<file path="src/rtl/fetch_prefetch.sv">
// fetch_prefetch: AXI4 single-beat instruction prefetcher with a DEPTH-entry word queue
// and static predict-taken predecode of returned words.
module fetch_prefetch #(
    parameter int          ADDR_W   = 18,
    parameter int          DEPTH    = 4,
    parameter logic [31:0] RESET_PC = 32'h0000_0000
) (
    input  logic              clk,
    input  logic              rstn,
    input  logic              redirect,
    input  logic [31:0]       redirect_pc,
    output logic              out_valid,
    input  logic              out_ready,
    output logic [31:0]       out_pc,
    output logic [31:0]       out_instr,
    output logic              out_pred,
    output logic              out_err,
    output logic [ADDR_W-1:0] araddr,
    output logic              arvalid,
    output logic [3:0]        arid,
    input  logic              arready,
    output logic [7:0]        arlen,
    output logic [2:0]        arsize,
    output logic [1:0]        arburst,
    output logic [3:0]        arcache,
    output logic              arlock,
    output logic [2:0]        arprot,
    output logic [3:0]        arqos,
    input  logic [31:0]       rdata,
    input  logic [3:0]        rid,
    input  logic [1:0]        rresp,
    input  logic              rlast,
    input  logic              rvalid,
    output logic              rready
);
    localparam int AW = $clog2(DEPTH);
    localparam int CW = AW + 1;
    localparam logic [CW-1:0] FULL = CW'(DEPTH);

    logic [31:0]   fetch_pc, exp_pc, target, base;
    logic [3:0]    epoch, next_epoch;
    logic [CW-1:0] outstanding, count, eff_count;
    logic [AW-1:0] head, tail;
    logic [31:0]   q_pc    [DEPTH];
    logic [31:0]   q_instr [DEPTH];
    logic          q_pred  [DEPTH];
    logic          q_err   [DEPTH];
    logic          ar_hs, r_hs, enq, deq, is_j, is_bc, is_bb, pred, issue;
    logic          unused_rlast;

    assign arlen   = 8'h00;
    assign arsize  = 3'b010;
    assign arburst = 2'b01;
    assign arcache = 4'b0011;
    assign arlock  = 1'b0;
    assign arprot  = 3'b000;
    assign arqos   = 4'h0;
    assign unused_rlast = rlast;

    assign ar_hs = arvalid && arready;
    assign r_hs  = rvalid && rready;
    // A beat arriving with a redirect belongs to the flushed stream
    assign enq   = r_hs && rid == epoch && !redirect;
    assign deq   = out_valid && out_ready;

    assign is_j   = rdata[31:27] == 5'b00001;
    assign is_bc  = rdata[31:26] == 6'b110010;
    assign is_bb  = rdata[31:27] == 5'b00010 && rdata[15];
    assign target = is_j  ? {4'b0, rdata[25:0], 2'b00} :
                    is_bc ? exp_pc + {4'b0, rdata[25:0], 2'b00} :
                            exp_pc + {{14{1'b1}}, rdata[15:0], 2'b00};
    assign pred   = enq && rresp == 2'b00 && (is_j || is_bc || is_bb);

    assign base       = redirect ? redirect_pc : pred ? target : fetch_pc;
    assign next_epoch = (redirect || pred) ? epoch + 4'd1 : epoch;
    assign eff_count  = redirect ? '0 : count;
    assign issue      = !arvalid && (outstanding + eff_count) < FULL;

    assign out_valid = count != '0;
    assign out_pc    = q_pc[head];
    assign out_instr = q_instr[head];
    assign out_pred  = out_valid && q_pred[head];
    assign out_err   = out_valid && q_err[head];

    always_ff @(posedge clk or negedge rstn) begin
        if (!rstn) begin
            fetch_pc    <= RESET_PC;
            exp_pc      <= RESET_PC;
            epoch       <= '0;
            outstanding <= '0;
            count       <= '0;
            head        <= '0;
            tail        <= '0;
            arvalid     <= 1'b0;
            araddr      <= '0;
            arid        <= '0;
            rready      <= 1'b0;
        end else begin
            rready      <= 1'b1;
            epoch       <= next_epoch;
            fetch_pc    <= issue ? base + 32'd4 : base;
            exp_pc      <= redirect ? redirect_pc : pred ? target : enq ? exp_pc + 32'd4 : exp_pc;
            outstanding <= outstanding + CW'(ar_hs) - CW'(r_hs);
            arvalid     <= ar_hs ? 1'b0 : (issue || arvalid);
            if (issue) begin
                araddr <= base[ADDR_W-1:0];
                arid   <= next_epoch;
            end
            if (redirect) begin
                count <= '0;
                head  <= '0;
                tail  <= '0;
            end else begin
                count <= count + CW'(enq) - CW'(deq);
                head  <= deq ? head + AW'(1) : head;
                tail  <= enq ? tail + AW'(1) : tail;
            end
        end
    end

    always_ff @(posedge clk) begin
        if (enq) begin
            q_pc[tail]    <= exp_pc;
            q_instr[tail] <= rdata;
            q_pred[tail]  <= pred;
            q_err[tail]   <= rresp != 2'b00;
        end
    end

    always_ff @(posedge clk) begin
        if (rstn) assert (!(enq && count == FULL));
    end
endmodule

</file>
<file path="config.mk">
export PLATFORM = sky130hd
export DESIGN_NAME = fetch_prefetch
export DESIGN_NICKNAME = d
export VERILOG_FILES = /design/src/rtl/fetch_prefetch.sv
export SDC_FILE = /design/constraint.sdc
export NUM_CORES = 1
export LEC_CHECK = 0
export CELL_PAD_IN_SITES_DETAIL_PLACEMENT = 1
export CELL_PAD_IN_SITES_GLOBAL_PLACEMENT = 1
export CORE_MARGIN = 2
export CORE_UTILIZATION = 42
export CTS_CLUSTER_SIZE = 16
export DETAILED_ROUTE_END_ITERATION = 8
export MAX_ROUTING_LAYER = met4
export PLACE_DENSITY_LB_ADDON = 0.1
export SLEW_MARGIN = 10
export SYNTH_ARGS = -nofsm -noshare
export SYNTH_HDL_FRONTEND = slang
export SYNTH_SLANG_ARGS = --single-unit
export TNS_END_PERCENT = 30
</file>
<file path="constraint.sdc">
create_clock -name clk -period 3 [get_ports clk]
set_input_delay 0.75 -clock clk [delete_from_list [all_inputs] [get_ports clk]]
set_output_delay 0.75 -clock clk [all_outputs]
set_load 0.05 [all_outputs]
</file>
==> flow_metrics.tcl <==
set metrics [dict create \
    outcome "completed" \
    report.final.slew_viol_count 0 \
    ys_types 86 \
    die_w_um 204 \
    period_minus_slack_ns 3.00 \
    ys_seq_area_frac 0.601 \
    drc 0 \
    top_level_ports 193 \
    synth_cells 1232 \
    pwr-share-clk 0.269 \
    layout.cells.most_common_list "327 x buf_4, 264 x edfxtp_1, 100 x nand2_1" \
    htree_levels 2 \
    stdcell_count 2242 \
    worstMarginPinSlew_ns 0.586 \
    slew_headroom 0.605 \
    yosys.area.top_type "edfxtp_1" \
    syn2layout_area_growth_pct 36.8 \
    port_buffers 166 \
    cp.required_ns 3.45 \
    row_count 73 \
    critPathMaxFanout 6 \
    seqPwrFrac 0.344 \
    final-seq-area_mm2 0.0101 \
    ys_async_sr_fraction 0.250 \
    wirelength_um 55100 \
    ir_drop_mv 0.798 \
    p_int_mw 11.2 \
    cts_buffers 40 \
    core_area_mm2 0.0396 \
    die_area_mm2 0.0417 \
    root_buffer "clkbuf_16" \
    ant_nets 0 \
    grt_pass1_wl_um 82300 \
    critPathArrivalTime_ns 3.44 \
    p_per_area_mw_per_mm2 757 \
    slowest_stage "or3_4" \
    drv_cap 0 \
    layout.nets 1810 \
    start_util 0.425 \
    vias 12552 \
    multi_input_area_mm2 0.00689 \
    viasPerCell 5.60 \
    critPathLaunchType "primary input" \
    cts_hold_buf 0 \
    utilization 0.582 \
    grt_max_degree 51 \
    gp_congestion 0.927 \
    yosysTopAreaCellShare 0.471 \
    num_antenna_cells 0 \
    die_h_um 204 \
    swShare 0.361 \
    finClkSkew_ns 0.0244 \
    switchingPower_mw 6.29 \
    comb_power_share 0.386 \
    worstSetupPathType "in2reg" \
    cts.path.max_buffers 3 \
    clkTransAtPathRegs_ns 0.06 \
    layout_commonest_cell "buf_4" \
    grt-ovfl-total 0 \
    rsz0062_at_grt "true" \
    drtIter0Drc 873 \
    track_usage 0.274 \
    wire_per_inst_um 24.6 \
    path_cells "buf_8, nand4bb_4, or3_4, ha_4, or3_4, a311oi_4, a21oi_2, o41ai_2, buf_4, nand3_2, a31oi_2, xor2_1, o22ai_1" \
    n_fill_cell 4006 \
    setup_viol 0 \
    netlist_top_cells_area "edfxtp_1 47%, dfrtp_1 13%, mux4_2 8.8%, ha_1 3.0%, nand2_1 2.3%" \
    synth_ff_type "edfxtp_1" \
    ys_seq_elements 352 \
    hp-class "in2async" \
    clk_latency_ns 0.56 \
    cp_slowest_stage_delay_ns 0.38 \
    leakage_nw 8.71 \
    drtPass1Iterations 5 \
    syn_area_mm2 0.0168 \
    cts_tree "yes" \
    fmax_mhz 334 \
    min_period_over_period 0.999 \
    tns_ns 0 \
    place_inst 2148 \
    dp_hpwl_um 40700 \
    end_kind "flop" \
    antenna_found_initial 0 \
    clock_sinks 352 \
    avgSynthCellArea_um2 13.7 \
    synth_warnings 0 \
    cpMostUsedCell "or3_4" \
    synth_edf_count 264 \
    hold_viol 0 \
    drive_above_1_share 0.372 \
    grt_pass1_vias 13161 \
]
per-stage QoR:
stage	area (um2)	power, mW	setup slack (ns)	hold WS [ns]
2_1_floorplan	17100	10.2	-0.611	0.454
3_3_place_gp	21000	12.4	-1.08	0.488
3_5_place_dp	21000	12.4	-1.15	0.492
4_1_cts	22400	17.2	-0.0447	0.194
5_1_grt	23100	18.2	-0.126	0.226
6_report	23100	17.4	0.00313	0.196
layer usage:
| metal | GRT usage | up-vias | wire (um) |
|---|---|---|---|
| met3 | 0.0328 | 60 | 2690 |
| met1 | 0.385 | 6496 | 25400 |
| li1 | - | 5635 | - |
| met4 | 0.0631 | 0 | 1020 |
| met2 | 0.427 | 361 | 26000 |
| met5 | - | - | 0 |
cell usage after synthesis (4+ instances only):
master,n
mux2_2,18
a311oi_1,5
nand4_1,11
ha_1,41
nand2_1,102
buf_1,13
nor2_1,68
dfrtp_1,88
buf_4,26
a21oi_1,64
o21a_1,8
nor3b_1,4
mux4_2,66
o31a_1,4
and2_1,9
nand3_1,31
or3_1,17
nor3_1,17
o21ai_0,46
clkbuf_1,35
a211oi_1,8
o211ai_1,12
or2_2,6
o21bai_1,5
o2111ai_1,6
xnor2_1,37
a22oi_1,8
o22ai_1,9
xor2_1,13
inv_1,34
nor2b_1,8
mux2i_1,9
and3_1,10
o31ai_1,10
o311ai_0,4
a211o_1,4
edfxtp_1,264
a31oi_1,19
nor4_1,6
nand2b_1,6
a21o_1,15
power by group through the flow:
stage	logic (mW)	clock network, mW	registers [mW]
after floorplan	3.66	0	6.51
after global routing	7.15	4.96	6.06
after detailed placement	6.37	0	6.08
final	6.74	4.70	6.01
after global placement	6.30	0	6.06
after CTS	6.47	4.77	6.00
sequential cells by signal (all words and copies together) (netlist names), 3 cells and up:
register     cells
outstanding      3
arid             4
araddr          18
q_instr        128
exp_pc          32
q_pc           128
q_pred           4
q_err            4
fetch_pc        18
epoch            4
count            3
logic make-up after synthesis:
kind of cell	after synthesis	share of synthesized area
adders and majority gates	44	0.0340
DFF	352	0.601
buffers and inverters	112	0.0310
AOI/OAI and AO/OA	267	0.111
xor gates and xnor gates	50	0.0260
muxes	93	0.106
and+or+nand+nor	312	0.0911
other	2	0.000446
worst max-delay path: cells and delay by family:
kind	cells	cell delay, ns
adder cells (fa/ha/maj)	1	0.17
buffers and inverters	2	0.32
XOR/XNOR	1	0.16
AND/OR/NAND/NOR	4	1.04
AO/OA/AOI/OAI	5	1.00
final timing paths:
path / start / slack (ns) / depth (start not counted) / endpoint
worst max-delay path: rdata[26] / 0.003 / 13 / exp_pc[29]$_DFFE_PN0P_
worst min-delay path: rstn / 0.20 / 1 / exp_pc[29]$_DFFE_PN0P_
worst max register to register: exp_pc[2]$_DFFE_PN0P_ / 0.04 / 15 / exp_pc[26]$_DFFE_PN0P_
worst min register to register: outstanding[2]$_DFF_PN0_ / 0.50 / 1 / outstanding[2]$_DFF_PN0_
max in group asynchronous: rstn / 2.08 / 2 / exp_pc[3]$_DFFE_PN0P_
min in group clk: rdata[1] / 0.44 / 1 / q_instr[2][1]$_DFFE_PP_
final cells by class:
class,count,share of cell area
flip-flops and latches,352,0.440
multi-input cells,792,0.299
repair buffers,468,0.173
clock buffers,46,0.0444
well taps,525,0.0285
clock inverters,24,0.00923
inverters,35,0.00575
what timing repair did:
item                                    CTS  global route
resized for setup                        79           118
buffers inserted                          8            17
pin swaps                                33            57
endpoints found under the setup margin   76            72
Note: power is estimated with default switching activity, not from simulation.
